$ cat config.mk
export PLATFORM = sky130hd
export DESIGN_NAME = captura_conmutador
export DESIGN_NICKNAME = d
export VERILOG_FILES = /design/src/rtl/captura_conmutador.sv
export SDC_FILE = /design/constraint.sdc
export NUM_CORES = 1
export LEC_CHECK = 0
export CORE_MARGIN = 1.5
export CORE_UTILIZATION = 64
export DETAILED_ROUTE_END_ITERATION = 8
export GPL_ROUTABILITY_DRIVEN = 1
export GPL_TIMING_DRIVEN = 0
export PLACE_DENSITY = 0.9
export SETUP_SLACK_MARGIN = 0.02
export SLEW_MARGIN = 20
export SYNTH_ARGS = -nofsm -noshare
export SYNTH_HDL_FRONTEND = slang
export SYNTH_HIERARCHICAL = 1
export SYNTH_SLANG_ARGS = --single-unit
$ cat constraint.sdc
create_clock -name clk -period 5.9 [get_ports clk]
set_input_delay 1.18 -clock clk [delete_from_list [all_inputs] [get_ports clk]]
set_output_delay 1.18 -clock clk [all_outputs]
set_load 0.02 [all_outputs]
$ cat src/rtl/captura_conmutador.sv
// Switch/button front end: 2-flop synchronisers, per-input debouncers and a
// press-triggered capture register that feeds the Hamming/syndrome stage.

module captura_conmutador_debounce #(
  parameter int W          = 1,
  parameter int N_DEBOUNCE = 270000,
  parameter int CNT_W      = $clog2(N_DEBOUNCE + 1)
) (
  input  logic         clk,
  input  logic         rst_n,
  input  logic [W-1:0] sync,
  output logic [W-1:0] estable,
  output logic [W-1:0] estable_nxt
);

  typedef enum logic {
    ESTABLE   = 1'b0,
    VALIDANDO = 1'b1
  } estado_t;

  localparam logic [CNT_W-1:0] N_C   = CNT_W'(N_DEBOUNCE);
  localparam logic [CNT_W-1:0] UNO_C = CNT_W'(1);

  estado_t          estado_q, estado_n;
  logic [W-1:0]     cand_q, cand_n;
  logic [W-1:0]     est_q, est_n;
  logic [CNT_W-1:0] cnt_q, cnt_n;

  always_ff @(posedge clk or negedge rst_n) begin
    if (!rst_n) begin
      estado_q <= ESTABLE;
      cand_q   <= '0;
      est_q    <= '0;
      cnt_q    <= '0;
    end else begin
      estado_q <= estado_n;
      cand_q   <= cand_n;
      est_q    <= est_n;
      cnt_q    <= cnt_n;
    end
  end

  // The whole vector is compared, so any bit moving mid-window restarts the count.
  always_comb begin
    estado_n = estado_q;
    cand_n   = cand_q;
    est_n    = est_q;
    cnt_n    = cnt_q;
    case (estado_q)
      ESTABLE: begin
        if (sync != est_q) begin
          estado_n = VALIDANDO;
          cand_n   = sync;
          cnt_n    = UNO_C;
        end else begin
          cnt_n = '0;
        end
      end
      VALIDANDO: begin
        if (sync == est_q) begin
          estado_n = ESTABLE;
          cnt_n    = '0;
        end else if (sync != cand_q) begin
          cand_n = sync;
          cnt_n  = UNO_C;
        end else if (cnt_q == N_C) begin
          est_n    = cand_q;
          estado_n = ESTABLE;
          cnt_n    = '0;
        end else begin
          cnt_n = cnt_q + UNO_C;
        end
      end
      default: begin
        estado_n = ESTABLE;
        cnt_n    = '0;
      end
    endcase
  end

  assign estable     = est_q;
  assign estable_nxt = est_n;

endmodule

module captura_conmutador #(
  parameter int N_DEBOUNCE = 270000,
  parameter int CNT_W      = $clog2(N_DEBOUNCE + 1)
) (
  input  logic       clk,
  input  logic       rst_n,
  input  logic [3:0] sw_in,
  input  logic       boton_in,
  output logic [3:0] palabra_estable,
  output logic       cambio_palabra,
  output logic [3:0] conmutador_4,
  output logic       captura_valida
);

  logic [3:0] sw_m, sw_s;
  logic       bt_m, bt_s;
  logic [3:0] pal_q, pal_nxt;
  logic [0:0] bt_est, bt_nxt;
  logic       cambio_n, captura_n;

  always_ff @(posedge clk or negedge rst_n) begin
    if (!rst_n) begin
      sw_m <= '0;
      sw_s <= '0;
      bt_m <= 1'b0;
      bt_s <= 1'b0;
    end else begin
      sw_m <= sw_in;
      sw_s <= sw_m;
      bt_m <= boton_in;
      bt_s <= bt_m;
    end
  end

  captura_conmutador_debounce #(
    .W(4), .N_DEBOUNCE(N_DEBOUNCE), .CNT_W(CNT_W)
  ) u_deb_palabra (
    .clk(clk), .rst_n(rst_n), .sync(sw_s),
    .estable(pal_q), .estable_nxt(pal_nxt)
  );

  captura_conmutador_debounce #(
    .W(1), .N_DEBOUNCE(N_DEBOUNCE), .CNT_W(CNT_W)
  ) u_deb_boton (
    .clk(clk), .rst_n(rst_n), .sync(bt_s),
    .estable(bt_est), .estable_nxt(bt_nxt)
  );

  // Capture takes the word's next value so a simultaneous update is not missed.
  assign cambio_n  = (pal_nxt != pal_q);
  assign captura_n = ~bt_est[0] & bt_nxt[0];

  always_ff @(posedge clk or negedge rst_n) begin
    if (!rst_n) begin
      cambio_palabra <= 1'b0;
      captura_valida <= 1'b0;
      conmutador_4   <= '0;
    end else begin
      cambio_palabra <= cambio_n;
      captura_valida <= captura_n;
      if (captura_n) conmutador_4 <= pal_nxt;
    end
  end

  assign palabra_estable = pal_q;

endmodule

==> impl_metrics.csv, run 1 <==
group,metric,value,unit
global_route,grt_overflow,0,
synthesis,synthMuxAreaShare,4.91,%
critical_path,endpoint_kind,"output pin",
timing,finalSetupViolCount,0,
synthesis,synth_compound_area_share,6.06,%
power,peakVddDrop,0.214,mV
global_route,grt_max_degree,37,
route,route.detailed.drc,0,
cells_and_area,n_fill_cell,300,
synthesis,synthAdderAreaFrac,1.53,%
timing,rsz0062_at_grt,"false",
synthesis,ys_seq_area_share,50.6,%
critical_path,path_cells,"clkdlybuf4s50_1",
cells_and_area,regArea,1650,µm²
synthesis,ys_seq_elements,66,
synthesis,synth_area_leaders,"dfrtp_1, xor2_1, xnor2_1, nor2_1, nand4_1",
synthesis,avgSynthCellArea,11.2,µm²
status,outcome,"complete, no violations",
synthesis,synth_top_family_by_area,"simple AND/OR/NAND/NOR gates",
timing,slew_headroom,60.2,%
cells_and_area,area_delta_synth_final,15.5,%
global_route,grt_usage,26.1,%
timing,holdWs,0.351,ns
power,pwr_density_cell,260,nW/µm²
clocking,clock-root-buffer,"clkbuf_8",
placed_design,hpwl,4110,µm
floorplanning,initial_core_util,67.7,%
clocking,clkSlewWorstSetupHoldPaths,0.07,ns
hold_path,hold_path.class,"reg2reg",
synthesis,synthXorXnorAreaFrac,9.67,%
synthesis,yosysTopAreaCellShare,50.6,%
global_route,grt_pass1_wl,10600,µm
clocking,cts_setup_buffers,0,
synthesis,yosysTopAreaCell,"dfrtp_1",
synthesis,async_reset_ff_share,100,%
floorplanning,die_x,74.4,µm
clocking,holdBufCountCts,0,
synthesis,synth_edf_count,0,
synthesis,syn_inst,292,
floorplanning,fp-row-count,25,
route,wl_per_cell,16.3,µm
cells_and_area,num-nets-final,331,
route,drt_iter0_markers,168,
clocking,htree_levels,3,
run,maxCapViolCount,0,
global_route,grt_pass1_vias,2277,
clocking,cts.repair.resized,0,
synthesis,syn_area,3260,µm²
cells_and_area,post-route-cell-area,3770,µm²
floorplanning,core-area,4820,µm²
cells_and_area,layout_common_cells,"dfrtp_1, nor2_1, xor2_1, xnor2_1, nand4_1",
critical_path,path_delay_family,"buffers and inverters",
floorplanning,num_io_pins,17,
synthesis,synth-main-ff-cell,"dfrtp_1",
timing,max_clock_freq,0.387,GHz
critical_path,worstSetupStartpointType,"register",
synthesis,synth_fp_nets,303,
critical_path,crit_type,"reg2out",
timing,worstMarginPinSlew,0.591,ns
clocking,clock_latency,0.34,ns
route,antenna_left,0,
critical_path,critical_path_buf_inv_count,1,
floorplanning,die_h,74.4,µm
floorplanning,die_area,5530,µm²
power,p_leak,1.58,nW
critical_path,max_stage_delay,0.65,ns
cells_and_area,drive_gt1_share,16.3,%
placed_design,dpl_cell_area,3520,µm²
clocking,cts_tree,"done",
cells_and_area,diodes,0,
route,routed_via_density,5.71,
critical_path,crit_slowest_cell,"clkdlybuf4s50_1",
timing,period_needed,2.58,ns
critical_path,arrival,1.40,ns
synthesis,ys_warn_count,6,
power,total_power,978,µW
critical_path,critical_path.max_fanout,4,
synthesis,ys_types,48,
route,vias,2240,
timing,timing.setup.tns,0,ns
critical_path,rrSetupSlack,3.54,ns
clocking,clock_path_buffers,2,
timing,clock_skew,0.00600,ns
global_route,antenna_found_initial,0,
clocking,cts_made_buffers,9,
route,wl,6400,µm
timing,hold_viol,0,
placed_design,place.gp.congestion,0.802,
timing,final_max_slew_viol_count,0,
cells_and_area,layout_commonest_cell,"dfrtp_1",
timing,min_period_over_period,43.8,%
critical_path,critPathRequiredTime,4.72,ns
synthesis,synthSimpleGateAreaFrac,23.3,%
clocking,cts_num_sinks,66,
route,firstDrtPassIters,4,
cells_and_area,multi_input_area,1480,µm²
placed_design,portBuffers,16,
-- sequential cells by signal (all words and copies together), names as in the netlist --
name and cells:
u_deb_boton/cand_q 1, conmutador_4 4, sw_m 4, u_deb_palabra/estable 4
u_deb_boton/estable 1, cambio_palabra 1, bt_m 1, bt_s 1
u_deb_palabra/cnt_q 19, captura_valida 1, sw_s 4, u_deb_palabra/cand_q 4
u_deb_boton/estado_q 1, u_deb_palabra/estado_q 1, u_deb_boton/cnt_q 19
-- where the power goes --
part,internal [mW],total [mW],switching [mW],leakage [nW]
Clock,0.294,0.464,0.170,0.121
Sequential,0.460,0.468,0.00786,0.870
Combinational,0.0195,0.0458,0.0263,0.593
Total,0.773,0.978,0.204,1.58
-- layer usage --
layer  track usage, %  wire length (µm)  vias up
li1                 -                 -     1085
met5                0                 0        -
met2             43.4              3290       49
met1             32.2              2830     1096
met4             9.70                82        0
met3             7.99               202       10
-- metrics by stage --
| stage | worst slack, ns | instances | utilization [%] |
|---|---|---|---|
| after floorplan | 3.76 | 292 | - |
| after global placement | 1.59 | 375 | 72.8 |
| after detailed placement | 3.60 | 376 | 73.1 |
| after CTS | 3.29 | 392 | 78.2 |
| after global routing | 3.27 | 392 | 78.2 |
| final | 3.32 | 392 | 78.2 |
-- cells by family (layout without fill, tap and decap cells) --
family          count (synthesis)  in the layout
fa+ha+maj                       4              4
xor+xnor                       36             36
buf+inv                        23             56
compound gates                 31             31
mux                            13             13
simple gates                  119            119
flops                          66             66
-- cell type report --
class / instances / share of cell area (%)
multi-input combinational: 203 / 39.4
timing repair buffer: 17 / 4.72
sequential: 66 / 43.8
buffer: 9 / 1.96
inverter: 14 / 1.39
clock inverter: 4 / 2.62
tap: 67 / 2.23
clock buffer: 12 / 3.85
-- worst register-to-register path, stage by stage, from the launching register on --
cell	delay, ns
dfrtp_1	0.44
inv_1	0.08
ha_1	0.15
nor4b_2	0.22
nand4_2	0.22
or4_1	0.54
nand3_1	0.16
nand2b_4	0.12
mux2_4	0.32
-- Yosys cell counts, types with 3 or more instances --
| library cell | n |
|---|---|
| mux2_2 | 8 |
| and2_1 | 4 |
| a21oi_1 | 11 |
| nor2_1 | 29 |
| mux2_4 | 4 |
| or3_1 | 5 |
| o21ai_0 | 7 |
| dfrtp_1 | 66 |
| nor3_1 | 5 |
| o31ai_1 | 3 |
| inv_1 | 14 |
| and3_1 | 4 |
| ha_1 | 4 |
| or4_1 | 3 |
| and4_1 | 5 |
| xnor2_1 | 17 |
| nand4_1 | 16 |
| buf_6 | 3 |
| nand3_1 | 14 |
| nand2_1 | 14 |
| nor4_4 | 4 |
| xor2_1 | 19 |
-- worst paths after layout --
kind | start | to | depth (start not counted)
min in group asynchronous | rst_n | u_deb_palabra/cnt_q[9] | 1
max in group asynchronous | rst_n | u_deb_boton/cnt_q[17] | 2
setup reg to reg | u_deb_boton/cnt_q[0] | conmutador_4[2] | 8
hold reg to reg | sw_m[0] | sw_s[0] | 0
setup / recovery | u_deb_palabra/estable[0] | palabra_estable[0] | 1
hold / removal | sw_m[0] | sw_s[0] | 0
No activity file was read; power rests on OpenSTA's default activity.
==> inputs of run 2 (changes only) <==
CORE_UTILIZATION = 59   (was 64)
PLACE_DENSITY = 0.85   (was 0.9)
clock period = 2.6 ns   (was 5.9 ns; I/O delays follow)
==> run 2 against run 1 <==
Cell count rose by 0.77%. Via count rose by 0.71%. Total power rose by 130%. Clock-buffer cell count fell by 3. Sequential power rose by 130%. Worst setup slack got worse by 3.1 ns. Final area did not move. Clock power rose by 120%. Non-clock buffer count did not move. Worst hold slack got worse by 0.28 ns. Combinational power rose by 130%. Wire length fell by 2.7%. Highest routed layer unchanged.
==> impl_metrics.csv, run 2 (synthesis gave the netlist of run 1 again) <==
group,metric,value,unit
critical_path,arrival,2.58,ns
clocking,cts_tree,"done",
power,total_power,2.21,mW
placed_design,place.gp.congestion,0.792,
placed_design,portBuffers,16,
global_route,grt_max_degree,42,
route,dr_wl_met3,275,µm
route,top_layer_used,"met4",
power,internal_power,1.73,mW
global_route,grt_pass1_vias,2339,
cells_and_area,drive_gt1_share,16.9,%
timing,min_period_over_period,90.8,%
cells_and_area,num-nets-final,331,
critical_path,critical_path.max_fanout,4,
global_route,grt_usage,24.0,%
run,maxCapViolCount,0,
power,pwr_density_cell,586,nW/µm²
floorplanning,num_io_pins,17,
floorplanning,die_x,77.4,µm
clocking,htree_levels,3,
timing,hold_viol,0,
critical_path,reg2regPathDepth,8,
route,vias,2256,
timing,rsz0062_at_grt,"false",
timing,finalSetupViolCount,0,
power,p_leak,1.58,nW
timing,period_needed,2.36,ns
route,antenna_left,0,
route,wl_per_cell,15.8,µm
timing,timing.setup.tns,0,ns
floorplanning,initial_core_util,62.7,%
power,p_sw_share,21.8,%
placed_design,post-place-ws,0.273,ns
route,m1WireLength,2650,µm
cells_and_area,n_fill_cell,367,
critical_path,crit_type,"reg2reg",
cells_and_area,area_delta_synth_final,15.5,%
global_route,grt_pass1_wl,11000,µm
clocking,cts_setup_buffers,0,
timing,clock_skew,0.00876,ns
timing,holdWs,0.0736,ns
status,outcome,"complete, no violations",
cells_and_area,fin_cells,395,
clocking,clkSlewWorstSetupHoldPaths,0.07,ns
clocking,clock-root-buffer,"clkbuf_8",
clocking,cts_made_buffers,9,
power,combinationalPowerShare,4.7,%
cells_and_area,diodes,0,
cells_and_area,layout_common_cells,"dfrtp_1, nor2_1, xor2_1, xnor2_1, nand4_1",
global_route,grt_overflow,0,
route,drt_iter0_markers,82,
timing,worst_slack,0.238,ns
timing,final_max_slew_viol_count,0,
floorplanning,die_h,77.4,µm
power,peakVddDrop,0.425,mV
cells_and_area,largestRegisters,"u_deb_boton/cnt_q x19, u_deb_palabra/cnt_q x19",
timing,worstMarginPinSlew,0.565,ns
clocking,holdBufCountCts,0,
critical_path,worstSetupStartpointType,"register",
clocking,clock_latency,0.35,ns
power,seq_power_share,48.1,%
placed_design,dpl_cell_area,3530,µm²
critical_path,critPathRequiredTime,2.82,ns
hold_path,hold_path.class,"in2async",
floorplanning,fp-row-count,26,
route,route.detailed.drc,0,
clocking,cts_num_sinks,66,
placed_design,dp_cells,379,
global_route,antenna_found_initial,0,
floorplanning,die_area,5980,µm²
clocking,cts.repair.resized,0,
route,wl,6230,µm
route,met2_length,3150,µm
timing,max_clock_freq,0.423,GHz
power,p_sw,481,µW
cells_and_area,layout_commonest_cell,"dfrtp_1",
critical_path,endpoint_kind,"register",
route,routed_via_density,5.71,
floorplanning,core-area,5200,µm²
cells_and_area,final_util,72.4,%
timing,slew_headroom,62.0,%
route,firstDrtPassIters,4,
clocking,clock_path_buffers,2,
power,clkPwrFrac,47.1,%
placed_design,hpwl,4170,µm
cells_and_area,post-route-cell-area,3770,µm²
[run 2: metal layers]
layer | global-route usage, % | up-vias
met1 | 28.3 | 1092
met3 | 7.06 | 14
li1 | - | 1089
met2 | 39.6 | 61
met5 | 0 | -
met4 | 12.5 | 0
[run 2: layout make-up]
| class | instances | area [µm²] | share of cell area (%) |
|---|---|---|---|
| Inverter | 14 | 52.6 | 1.39 |
| Timing Repair Buffer | 17 | 178 | 4.72 |
| Clock buffer | 9 | 124 | 3.29 |
| Clock inverter | 7 | 116 | 3.09 |
| Multi-Input combinational cell | 203 | 1480 | 39.4 |
| Sequential cell | 66 | 1650 | 43.8 |
| Buffer | 9 | 73.8 | 1.96 |
| Tap cell | 70 | 87.6 | 2.32 |
[run 2: worst paths after layout]
kind                                        start                 endpoint  slack (ns)
min in group clk                          sw_m[1]                  sw_s[1]        0.35
max in group asynchronous                   rst_n   u_deb_palabra/cnt_q[3]        2.01
min                                         rst_n  u_deb_palabra/cnt_q[17]        0.07
max reg2reg                u_deb_palabra/cnt_q[0]           cambio_palabra        0.24
max                        u_deb_palabra/cnt_q[0]           cambio_palabra        0.24
min reg2reg                               sw_m[1]                  sw_s[1]        0.35
[run 2: power by group through the flow]
stage,Combinational [mW],Sequential (mW),Clock [mW]
after floorplan,0.0593,1.08,0
after global placement,0.0974,1.08,0
after detailed placement,0.104,1.08,0
after CTS,0.106,1.06,1.06
after global routing,0.118,1.06,1.10
final,0.104,1.06,1.04
[run 2: critical path: stages (launching register included)]
cell and delay [ns]:
dfrtp_1 0.42, inv_1 0.11, ha_1 0.16, nor4b_4 0.22, nand4_1 0.22, nor4_4 0.38, mux2_2 0.42, xnor2_1 0.18
nand4_1 0.12
==> inputs of run 3 (changes only) <==
RECOVER_POWER = 50   (was default)
==> run 3 against run 2 <==
Via count did not move. Core utilization fell by 0.36 points. Register-to-register slack barely moved. Maximum frequency fell by 0.13%. Final area fell by 0.50%. Sequential power barely moved. Non-clock buffer count did not move. Worst hold slack improved by 0.28 ns. Highest routed layer unchanged. Worst setup slack got worse by 0.0032 ns. Critical endpoint unchanged. Flip-flop and latch count did not move. First-iteration DRC count fell by 17%.
==> impl_metrics.csv, run 3 (synthesis gave the netlist of run 1 again) <==
group,metric,value,unit
placed_design,dp_cells,379,
critical_path,crit_start,"u_deb_palabra/cnt_q[0]",
clocking,cts_made_buffers,9,
cells_and_area,num-nets-final,331,
route,antenna_left,0,
power,total_power,2.20,mW
placed_design,portBuffers,16,
floorplanning,fp-row-count,26,
hold_path,hold_path.class,"reg2reg",
floorplanning,die_h,77.4,µm
cells_and_area,fin_cells,395,
critical_path,rrSetupSlack,0.23,ns
critical_path,critical_path.max_fanout,4,
global_route,grt_overflow,0,
cells_and_area,layout_common_cells,"dfrtp_1, nor2_1, xor2_1, xnor2_1, nand4_1",
power,p_leak,1.57,nW
clocking,cts_setup_buffers,0,
floorplanning,num_io_pins,17,
cells_and_area,area_delta_synth_final,14.9,%
clocking,cts_num_sinks,66,
route,vias,2256,
floorplanning,die_area,5980,µm²
cells_and_area,n_fill_cell,370,
floorplanning,die_x,77.4,µm
route,routed_via_density,5.71,
cells_and_area,layout_commonest_cell,"dfrtp_1",
clocking,cts_tree,"done",
timing,min_period_over_period,91.0,%
timing,worst_slack,0.235,ns
cells_and_area,final_util,72.0,%
placed_design,place.gp.congestion,0.792,
cells_and_area,largestRegisters,"u_deb_boton/cnt_q x19, u_deb_palabra/cnt_q x19",
clocking,clkSlewWorstSetupHoldPaths,0.07,ns
clocking,cts.repair.resized,0,
global_route,grt_max_degree,42,
clocking,clock_path_buffers,2,
timing,worstMarginPinSlew,1.35,ns
power,pwr_density_cell,587,nW/µm²
critical_path,worstSetupStartpointType,"register",
route,route.detailed.drc,0,
global_route,grt_pass1_wl,11000,µm
placed_design,hpwl,4170,µm
timing,hold_viol,0,
clocking,htree_levels,3,
timing,timing.setup.tns,0,ns
critical_path,endpoint_kind,"register",
timing,final_max_slew_viol_count,0,
route,firstDrtPassIters,4,
critical_path,regToRegStartpoint,"u_deb_palabra/cnt_q[0]",
critical_path,crit_type,"reg2reg",
critical_path,arrival,2.58,ns
route,wl_per_cell,15.7,µm
cells_and_area,drive_gt1_share,16.6,%
timing,period_needed,2.37,ns
floorplanning,initial_core_util,62.7,%
timing,finalSetupViolCount,0,
critical_path,critPathRequiredTime,2.81,ns
floorplanning,core-area,5200,µm²
placed_design,post-place-ws,0.273,ns
timing,slew_headroom,9.85,%
status,outcome,"complete, no violations",
clocking,clock_latency,0.34,ns
timing,clock_skew,0.00844,ns
route,drt_iter0_markers,68,
timing,rsz0062_at_grt,"false",
global_route,antenna_found_initial,0,
global_route,grt_usage,24.0,%
clocking,clock-root-buffer,"clkbuf_8",
power,peakVddDrop,0.425,mV
global_route,grt_pass1_vias,2339,
run,maxCapViolCount,0,
route,wl,6190,µm
hold_path,holdCritStartpoint,"sw_m[1]",
clocking,holdBufCountCts,0,
cells_and_area,diodes,0,
timing,max_clock_freq,0.423,GHz
==> run 3: changes by cell type in the layout (fill, tap and decap cells not counted) <==
cell	before	now
clkdlybuf4s50_1	15	13
buf_4	2	1
clkbuf_2	0	1
buf_12	1	0
dlygate4sd3_1	0	2
clkbuf_1	2	3
==> run 3: path summary, 6_finish.rpt <==
check	cells after the start	to
max	8	cambio_palabra
min	0	sw_s[1]
max reg2reg	8	cambio_palabra
min reg2reg	0	sw_s[1]
max in group asynchronous	2	u_deb_palabra/cnt_q[3]
min in group asynchronous	1	u_deb_palabra/cnt_q[17]
==> run 3: layout make-up <==
cell class	instances	area [µm²]	area share, %
plain buffers	9	73.8	1.97
clock buffers	9	124	3.30
clock inverters	7	116	3.10
inverters	14	52.6	1.40
multi-input cells	203	1480	39.6
flip-flops and latches	66	1650	44.1
well taps	70	87.6	2.34
repair buffers	17	159	4.24
==> run 3: layer usage <==
layer,up-vias,share of wire (%),track usage (%)
met5,-,0,0
met4,0,2.5,12.5
met3,15,2.9,7.06
met2,42,52,39.6
met1,1108,43,28.3
li1,1091,-,-
==> run 3: critical path: stages, from the launching register on <==
cell,delay (ns)
dfrtp_1,0.42
inv_1,0.10
ha_1,0.16
nor4b_4,0.23
nand4_1,0.22
nor4_4,0.38
mux2_2,0.42
xnor2_1,0.18
nand4_1,0.12
==> run 3: report_power, final <==
| group | internal, mW | switching (mW) |
|---|---|---|
| Sequential | 1.04 | 0.0171 |
| Combinational | 0.0405 | 0.0595 |
| Clock | 0.636 | 0.400 |
| Total | 1.72 | 0.477 |
==> run 3: per-stage QoR <==
step | cell area, µm² | hold WS, ns
finish | 3750 | 0.351
global route | 3750 | 0.372
CTS | 3770 | 0.0717
detailed placement | 3530 | 0.335
global placement | 3510 | 0.333
floorplan | 3260 | 0.224
